--- src/rtl/diy_pkg.sv ---
// Shared constants for the DIY mole scheduler: mode encodings, entry layout
// and default sizing.
package diy_pkg;

    localparam int unsigned DEPTH_DEF  = 16;
    localparam int unsigned ADDR_W_DEF = 23;
    localparam int unsigned LOC_W      = 3;
    localparam int unsigned ENTRY_W    = ADDR_W_DEF + LOC_W;

    localparam logic [ADDR_W_DEF-1:0] MIN_GAP_DEF = 23'h2000;

    localparam logic [1:0] MODE_IDLE   = 2'd0;
    localparam logic [1:0] MODE_RECORD = 2'd1;
    localparam logic [1:0] MODE_PLAY   = 2'd2;

endpackage

--- src/rtl/diy_mole_store.sv ---
// Entry register file: synchronous write, asynchronous read. Contents are not
// reset; only entries below the scheduler's count are ever read meaningfully.
module diy_mole_store #(
    parameter int unsigned DEPTH = 16,
    parameter int unsigned WIDTH = 26
) (
    input  logic                     i_clk,
    input  logic                     i_we,
    input  logic [$clog2(DEPTH)-1:0] i_waddr,
    input  logic [WIDTH-1:0]         i_wdata,
    input  logic [$clog2(DEPTH)-1:0] i_raddr,
    output logic [WIDTH-1:0]         o_rdata
);

    logic [WIDTH-1:0] r_mem [DEPTH];

    always_ff @(posedge i_clk) begin
        if (i_we) begin
            r_mem[i_waddr] <= i_wdata;
        end
    end

    assign o_rdata = r_mem[i_raddr];

endmodule

--- src/rtl/diy_mole_scheduler.sv ---
// Records stomped pad locations against music addresses in DIY mode and
// replays them as single-cycle mole requests when the music reaches them.
module diy_mole_scheduler
    import diy_pkg::*;
#(
    parameter int unsigned        DEPTH   = DEPTH_DEF,
    parameter int unsigned        ADDR_W  = ADDR_W_DEF,
    parameter logic [ADDR_W-1:0]  MIN_GAP = MIN_GAP_DEF
) (
    input  logic                     clk,
    input  logic                     reset,
    input  logic                     record_start,
    input  logic                     record_stop,
    input  logic                     play_start,
    input  logic                     stomp,
    input  logic [2:0]               stomp_location,
    input  logic [ADDR_W-1:0]        music_address,
    output logic                     request_mole,
    output logic [2:0]               mole_location,
    output logic [$clog2(DEPTH):0]   count,
    output logic                     full,
    output logic [1:0]               mode
);

    localparam int unsigned IDX_W = $clog2(DEPTH);
    localparam int unsigned CNT_W = IDX_W + 1;
    localparam int unsigned ENT_W = ADDR_W + LOC_W;

    localparam logic [CNT_W-1:0] CNT_FULL = CNT_W'(DEPTH);
    localparam logic [CNT_W-1:0] CNT_ONE  = CNT_W'(1);

    logic [1:0]        r_mode;
    logic [CNT_W-1:0]  r_count;
    logic [CNT_W-1:0]  r_rd_ptr;
    logic [ADDR_W-1:0] r_last_addr;
    logic              r_req;
    logic [2:0]        r_loc;

    logic [ENT_W-1:0]  w_wr_data;
    logic [ENT_W-1:0]  w_rd_entry;
    logic [ADDR_W-1:0] w_rd_addr;
    logic [2:0]        w_rd_loc;
    logic [ADDR_W:0]   w_gap_sum;
    logic              w_gap_ok;
    logic              w_accept;
    logic              w_match;
    logic [CNT_W-1:0]  w_rd_next;
    logic              w_stop_cmd;
    logic              w_play_cmd;

    always_comb begin
        w_wr_data  = {music_address, stomp_location};
        w_rd_addr  = w_rd_entry[ENT_W-1:LOC_W];
        w_rd_loc   = w_rd_entry[LOC_W-1:0];
        // One extra bit so last_addr + MIN_GAP near the top of the range
        // cannot wrap and falsely admit a stomp.
        w_gap_sum  = {1'b0, r_last_addr} + {1'b0, MIN_GAP};
        w_gap_ok   = (r_count == '0) || ({1'b0, music_address} >= w_gap_sum);
        w_accept   = (r_mode == MODE_RECORD) && stomp
                     && (r_count < CNT_FULL) && w_gap_ok;
        w_match    = (r_mode == MODE_PLAY) && (r_rd_ptr < r_count)
                     && (music_address >= w_rd_addr);
        w_rd_next  = r_rd_ptr + CNT_ONE;
        w_stop_cmd = record_stop && (r_mode == MODE_RECORD);
        w_play_cmd = play_start && (r_mode != MODE_RECORD);
    end

    diy_mole_store #(
        .DEPTH (DEPTH),
        .WIDTH (ENT_W)
    ) u_store (
        .i_clk   (clk),
        .i_we    (w_accept && !reset && !record_stop && !record_start && !w_play_cmd),
        .i_waddr (r_count[IDX_W-1:0]),
        .i_wdata (w_wr_data),
        .i_raddr (r_rd_ptr[IDX_W-1:0]),
        .o_rdata (w_rd_entry)
    );

    always_ff @(posedge clk) begin
        if (reset) begin
            r_mode      <= MODE_IDLE;
            r_count     <= '0;
            r_rd_ptr    <= '0;
            r_last_addr <= '0;
            r_req       <= 1'b0;
            r_loc       <= '0;
        end else begin
            r_req <= 1'b0;
            if (w_stop_cmd) begin
                r_mode <= MODE_IDLE;
            end else if (record_start) begin
                r_count <= '0;
                r_mode  <= MODE_RECORD;
            end else if (w_play_cmd) begin
                r_rd_ptr <= '0;
                r_mode   <= (r_count == '0) ? MODE_IDLE : MODE_PLAY;
            end else begin
                if (w_accept) begin
                    r_count     <= r_count + CNT_ONE;
                    r_last_addr <= music_address;
                end
                if (w_match) begin
                    r_req    <= 1'b1;
                    r_loc    <= w_rd_loc;
                    r_rd_ptr <= w_rd_next;
                    if (w_rd_next == r_count) begin
                        r_mode <= MODE_IDLE;
                    end
                end
            end
        end
    end

    assign request_mole  = r_req;
    assign mole_location = r_loc;
    assign count         = r_count;
    assign full          = (r_count == CNT_FULL);
    assign mode          = r_mode;

endmodule
--- config.mk ---
export PLATFORM = sky130hd
export DESIGN_NAME = diy_mole_scheduler
export DESIGN_NICKNAME = d
export VERILOG_FILES = /design/src/rtl/diy_pkg.sv /design/src/rtl/diy_mole_store.sv /design/src/rtl/diy_mole_scheduler.sv
export SDC_FILE = /design/constraint.sdc
export NUM_CORES = 1
export LEC_CHECK = 0
export CORE_MARGIN = 1
export CORE_UTILIZATION = 40
export CTS_CLUSTER_DIAMETER = 50
export CTS_CLUSTER_SIZE = 8
export DETAILED_ROUTE_END_ITERATION = 8
export GPL_TIMING_DRIVEN = 0
export SLEW_MARGIN = 10
export SYNTH_ARGS = -nofsm -noshare
export SYNTH_HDL_FRONTEND = slang
export SYNTH_SLANG_ARGS = --single-unit
--- constraint.sdc ---
create_clock -name clk -period 3.6 [get_ports clk]
set_clock_uncertainty 0.05 [all_clocks]
set_input_delay 0.9 -clock clk [delete_from_list [all_inputs] [get_ports clk]]
set_output_delay 0.9 -clock clk [all_outputs]
set_load 0.02 [all_outputs]
### After elaboration in Yosys (flattened, before gate mapping)

Memory sizes are Yosys's and may differ from the RTL's. A register that Yosys moved wholly into a read port is not among the register bits.
Cells that the tools add are included.

| cells by class | value |
|---|---|
| equal/unequal tests | 6 |
| bitwise gates (word level) | 3 |
| magnitude comparators | 4 |
| reductions and logical operators | 31 |
| mux-type cells | 15 |
| add/subtract/negate cells | 3 |

Operators with widths:

| kind | count |
|---|---|
| $mux W5 | 5 |
| $add A23 B14 Y24 const B | 1 |
| $ge A23 B24 Y1 | 1 |
| $ge A23 B23 Y1 | 1 |
| $logic_and A1 B1 Y1 | 11 |
| $add A5 B1 Y5 const B | 2 |
| $mux W2 | 4 |
| $mux W4 | 2 |
| $reduce_and A4 Y1 | 2 |
| $reduce_and A3 Y1 | 2 |
| $reduce_bool A2 Y1 | 3 |
| $reduce_bool A3 Y1 | 2 |
| $eq A5 B5 Y1 | 1 |
| $eq A5 B5 Y1 const B | 1 |
| $logic_not A5 Y1 | 1 |
| $lt A5 B5 Y1 | 1 |
| $lt A5 B5 Y1 const B | 1 |
| $logic_not A1 Y1 | 4 |
| $mux W1 | 4 |
| $reduce_and A2 Y1 | 2 |
| $reduce_or A4 Y1 | 1 |
| $not A1 Y1 | 3 |
| $reduce_or A3 Y1 | 1 |
| $eq A2 B1 Y1 const B | 1 |
| other kinds (5) | 5 |

| storage, ports and cells | value |
|---|---|
| output and inout port bits | 12 |
| bits in registers | 39 |
| memories kept | 1 |
| logic and storage cells | 70 |
| bits in writable memories | 416 |

Memory list:

| name | words | bits a word | rd ports | clocked after Yosys merged registers in | wr ports | RTL line | source |
|---|---|---|---|---|---|---|---|
| u_store.r_mem | 16 | 26 | 1 | 1 | 1 | diy_mole_store.sv:15 | `logic [WIDTH-1:0] r_mem [DEPTH];` |

### Depth between registers and ports, before layout

| depth | value |
|---|---|
| depth in word-level cells | 10 |
| depth in mapped cells | 13 |

### Hierarchy

A second synthesis with hierarchy kept.

| second synthesis, totals | value |
|---|---|
| cell total of the unflattened synthesis | 1,030 |
| area total of the unflattened synthesis | 18,969.4 um2 |

Modules (own cells, without submodules):

| module | instances | cells an instance | area an instance (um2) | sequential area each (um2) |
|---|---|---|---|---|
| diy_mole_store | 1 | 660 | 15,856.5 | 12,492.0 |
| diy_mole_scheduler | 1 | 370 | 3,113.0 | 780.7 |

### Least setup slack after synthesis

No wires, ideal clock.

| timing path | value |
|---|---|
| kind | register to register |
| from | reg (tool-made name) |
| to | reg (tool-made name) |
| path slack | -0.236 ns |
| setup time | 0.126 ns |
| buffers on the path | 2 |
| stages on the path, launching flop included | 13 |
| data arrival time | 3.660 ns |
| clock period less this slack | 3.836 ns |
| path through | dfxtp_1 buf_2 clkbuf_1 mux4_2 mux4_2 inv_1 ha_1 a21oi_1 o21ai_0 a2111o_1 a211oi_2 nor2_1 a221o_1 |

==> results.py <==
metrics = {
    "outcome": {
        "status": "finished, violations left",
        "violations": "design-rule violations, negative setup slack",
    },
    "setup_path": {
        "endpoint_kind": "flop",
        "rrSetupSlack_ps": -360,
        "worstPathRequired_ps": 3980,
        "critical_path_class": "reg -> reg",
        "crit_fanout": 10,
        "start_kind": "flop",
        "r2r_cells": 13,
        "cp.arrival_ps": 4340,
    },
    "worst_hold_path": {
        "hold_end": "r_last_addr[7]",
        "whs_path_depth": 2,
        "hold_class": "reg -> reg",
        "hold_start": "r_last_addr[7]",
    },
    "sta": {
        "maxSlewViolCount": 0,
        "min_period_over_period_pct": 109.9,
        "slew_headroom_pct": 43.62,
        "max_clock_freq_mhz": 252.7,
        "hold_slack_ps": 405.7,
        "final-hold-violation-count": 0,
        "tightest_slew_ps": 845.8,
        "rsz0062_at_grt": "true",
        "min_period_ps": 3957,
        "setup_tns_ps": -4207,
        "setup_viol": 14,
        "layout_setup_ws_ps": -357.1,
    },
    "cts": {
        "htreeDepth": 3,
        "clkSinkCount": 459,
        "tritoncts": "built",
        "ctsHoldBuffers": 0,
        "worstSkewPairLatency_ps": 560,
        "cts_buffer_depth": 3,
        "root_buffer": "clkbuf_16",
        "cts_buffers": 69,
        "clkTransAtPathRegs_ps": 50,
    },
    "yosys": {
        "syn_nets": 1080,
        "ys_top_cells_by_area": "edfxtp_1 (66%), mux4_2 (15%), dfxtp_1 (4.5%), ha_1 (3.8%), nand2_1 (1.2%)",
        "synth-async-reset-ratio_pct": 0,
        "syn_inst": 991,
        "yosys_most_used_dff": "edfxtp_1",
        "synthesis.area_um2": 18970,
        "yosys.area.top_type": "edfxtp_1",
        "synth_seq_cells": 459,
        "seq_area_frac_synth_pct": 70.40,
        "avgSynthCellArea_um2": 19.14,
        "yosys.cell_types.count": 54,
        "yosys_warnings": 0,
        "synth_top_area_share_pct": 65.86,
        "synth_edf_count": 416,
    },
    "route": {
        "drt_iter0_markers": 800,
        "antenna_left": 0,
        "firstDrtPassIters": 9,
        "vias": 10075,
        "avgViaCountPerCell": 5.493,
        "avgRoutedWirePerCell_um": 24.95,
        "wl_um": 45760,
        "drcViolationCount": 10,
    },
    "final_layout": {
        "nets": 1279,
        "syn_to_final_growth_pct": 26.30,
        "drive_gt1_share_pct": 33.12,
        "final_cell_mix": "edfxtp_1 (416), mux4_2 (130), clkbuf_16 (77)",
        "final_cells": 1834,
        "final_common_cell": "edfxtp_1",
        "utilization_pct": 51.35,
    },
    "floorplan": {
        "dieArea_um2": 48290,
        "rows": 79,
        "initial_utilization_pct": 40.66,
        "coreArea_um2": 46650,
        "die_h_um": 219.8,
        "die_w_um": 219.8,
        "ios": 44,
    },
    "global_routing": {
        "grt_antenna_before_repair": 0,
        "grt_pass1_wl_um": 67510,
        "overflow": 0,
        "grt_use_total_pct": 19.49,
        "grt_pass1_vias": 10519,
        "grt_max_degree": 20,
    },
    "pwr": {
        "irDropWorstVdd_mv": 0.2749,
        "p_total_w": 0.01192,
        "p_per_area_nw_per_um2": 497.4,
        "total_leakage_power_nw": 7.880,
    },
    "place": {
        "portBuffers": 43,
        "place_inst": 1657,
        "dp_hpwl_um": 27490,
        "place_congestion": 0.8241,
    },
    "flow_run": {
        "maxCapViolations": 0,
    },
}
[registers in the layout, indices dropped and copies added (netlist names), named ones only]
name and count:
u_store.r_mem 416, r_last_addr 23, count 5, r_rd_ptr 5
mole_location 3, mode 2, request_mole 1
[report_power, final]
| part | switching (W) | internal, W | leakage [nW] |
|---|---|---|---|
| Clock | 0.00216 | 0.00364 | 0.938 |
| Sequential | 0.00000792 | 0.00583 | 4.09 |
| Combinational | 0.000185 | 0.0000988 | 2.85 |
| Total | 0.00235 | 0.00956 | 7.88 |
[worst max-delay path, cell delays in order, from the launching register on]
cell and delay [ps]:
dfxtp_2 330, buf_8 150, buf_4 130, clkbuf_16 170, mux4_2 530, mux4_2 480, inv_2 110, ha_4 200
a21oi_2 120, o21ai_1 70, a2111o_1 540, a211oi_4 470, nor2_4 100, a221o_1 340
[what timing repair did]
action,CTS,global route
endpoints found under the setup margin,450,450
resized for setup,128,53
gates cloned,5,5
pin swaps,22,13
buffers inserted,39,24
[cells by family (layout without fill, tap and decap cells)]
family | after synthesis | in the layout | share of synthesized area [%]
flops | 459 | 459 | 70.40
mux | 155 | 155 | 16.77
simple gates | 146 | 146 | 3.747
buf+inv | 88 | 323 | 2.025
compound gates | 70 | 70 | 2.566
fa+ha+maj | 57 | 57 | 3.760
xor+xnor | 16 | 16 | 0.7388
other cells | 0 | 1 | 0
[worst max path at each step]
stage	to	slack (ps)	cells after the start
2_1_floorplan	u_store.r_mem[11][0]	8	13
3_3_place_gp	u_store.r_mem[2][7]	-2170	9
3_5_place_dp	u_store.r_mem[0][8]	-1380	11
4_1_cts	flop	-340	15
5_1_grt	flop	-450	13
6_report	flop	-360	13
[final cells by class]
cell class | instances | area [um^2]
clock inverter | 8 | 62.56
fill | 3733 | 22700
sequential | 459 | 13370
multi-input combinational | 444 | 5578
antenna | 1 | 2.502
inverter | 47 | 176.4
buffer | 40 | 422.9
timing repair buffer | 129 | 1702
clock buffer | 99 | 1882
tap | 607 | 759.5
[cells in the mapped netlist, types with 3 or more instances]
| cell | n |
|---|---|
| edfxtp_1 | 416 |
| a211oi_1 | 4 |
| nor2b_1 | 3 |
| xnor2_1 | 7 |
| o21ai_0 | 12 |
| nand2b_1 | 4 |
| mux4_2 | 130 |
| nand2_1 | 63 |
| nor3_1 | 3 |
| nand3_1 | 14 |
| dfxtp_1 | 43 |
| nand4_1 | 7 |
| mux2i_1 | 23 |
| ha_1 | 57 |
| a22o_1 | 6 |
| nor2_1 | 21 |
| o211ai_1 | 3 |
| buf_6 | 3 |
| clkbuf_1 | 18 |
| xor2_1 | 9 |
| a21oi_1 | 23 |
| a21o_1 | 3 |
| buf_4 | 7 |
| and3_1 | 17 |
| buf_1 | 9 |
| o21a_1 | 3 |
| buf_2 | 3 |
| inv_1 | 47 |
[per-stage QoR]
step	area, um^2	worst slack (ps)
6_report	23960	-357.1
2_1_floorplan	19030	7.543
5_1_grt	23950	-447.1
3_3_place_gp	20220	-2166
4_1_cts	23570	-344.7
3_5_place_dp	20630	-1381
[per-layer routing]
metal / vias up / wire length [um] / track usage, %
li1: 4407 / - / -
met4: 0 / 1046 / 5.632
met3: 77 / 2267 / 4.072
met1: 5315 / 20420 / 26.54
met5: - / 0 / 0
met2: 276 / 22020 / 31.57
No activity file was read; power rests on OpenSTA's default activity.
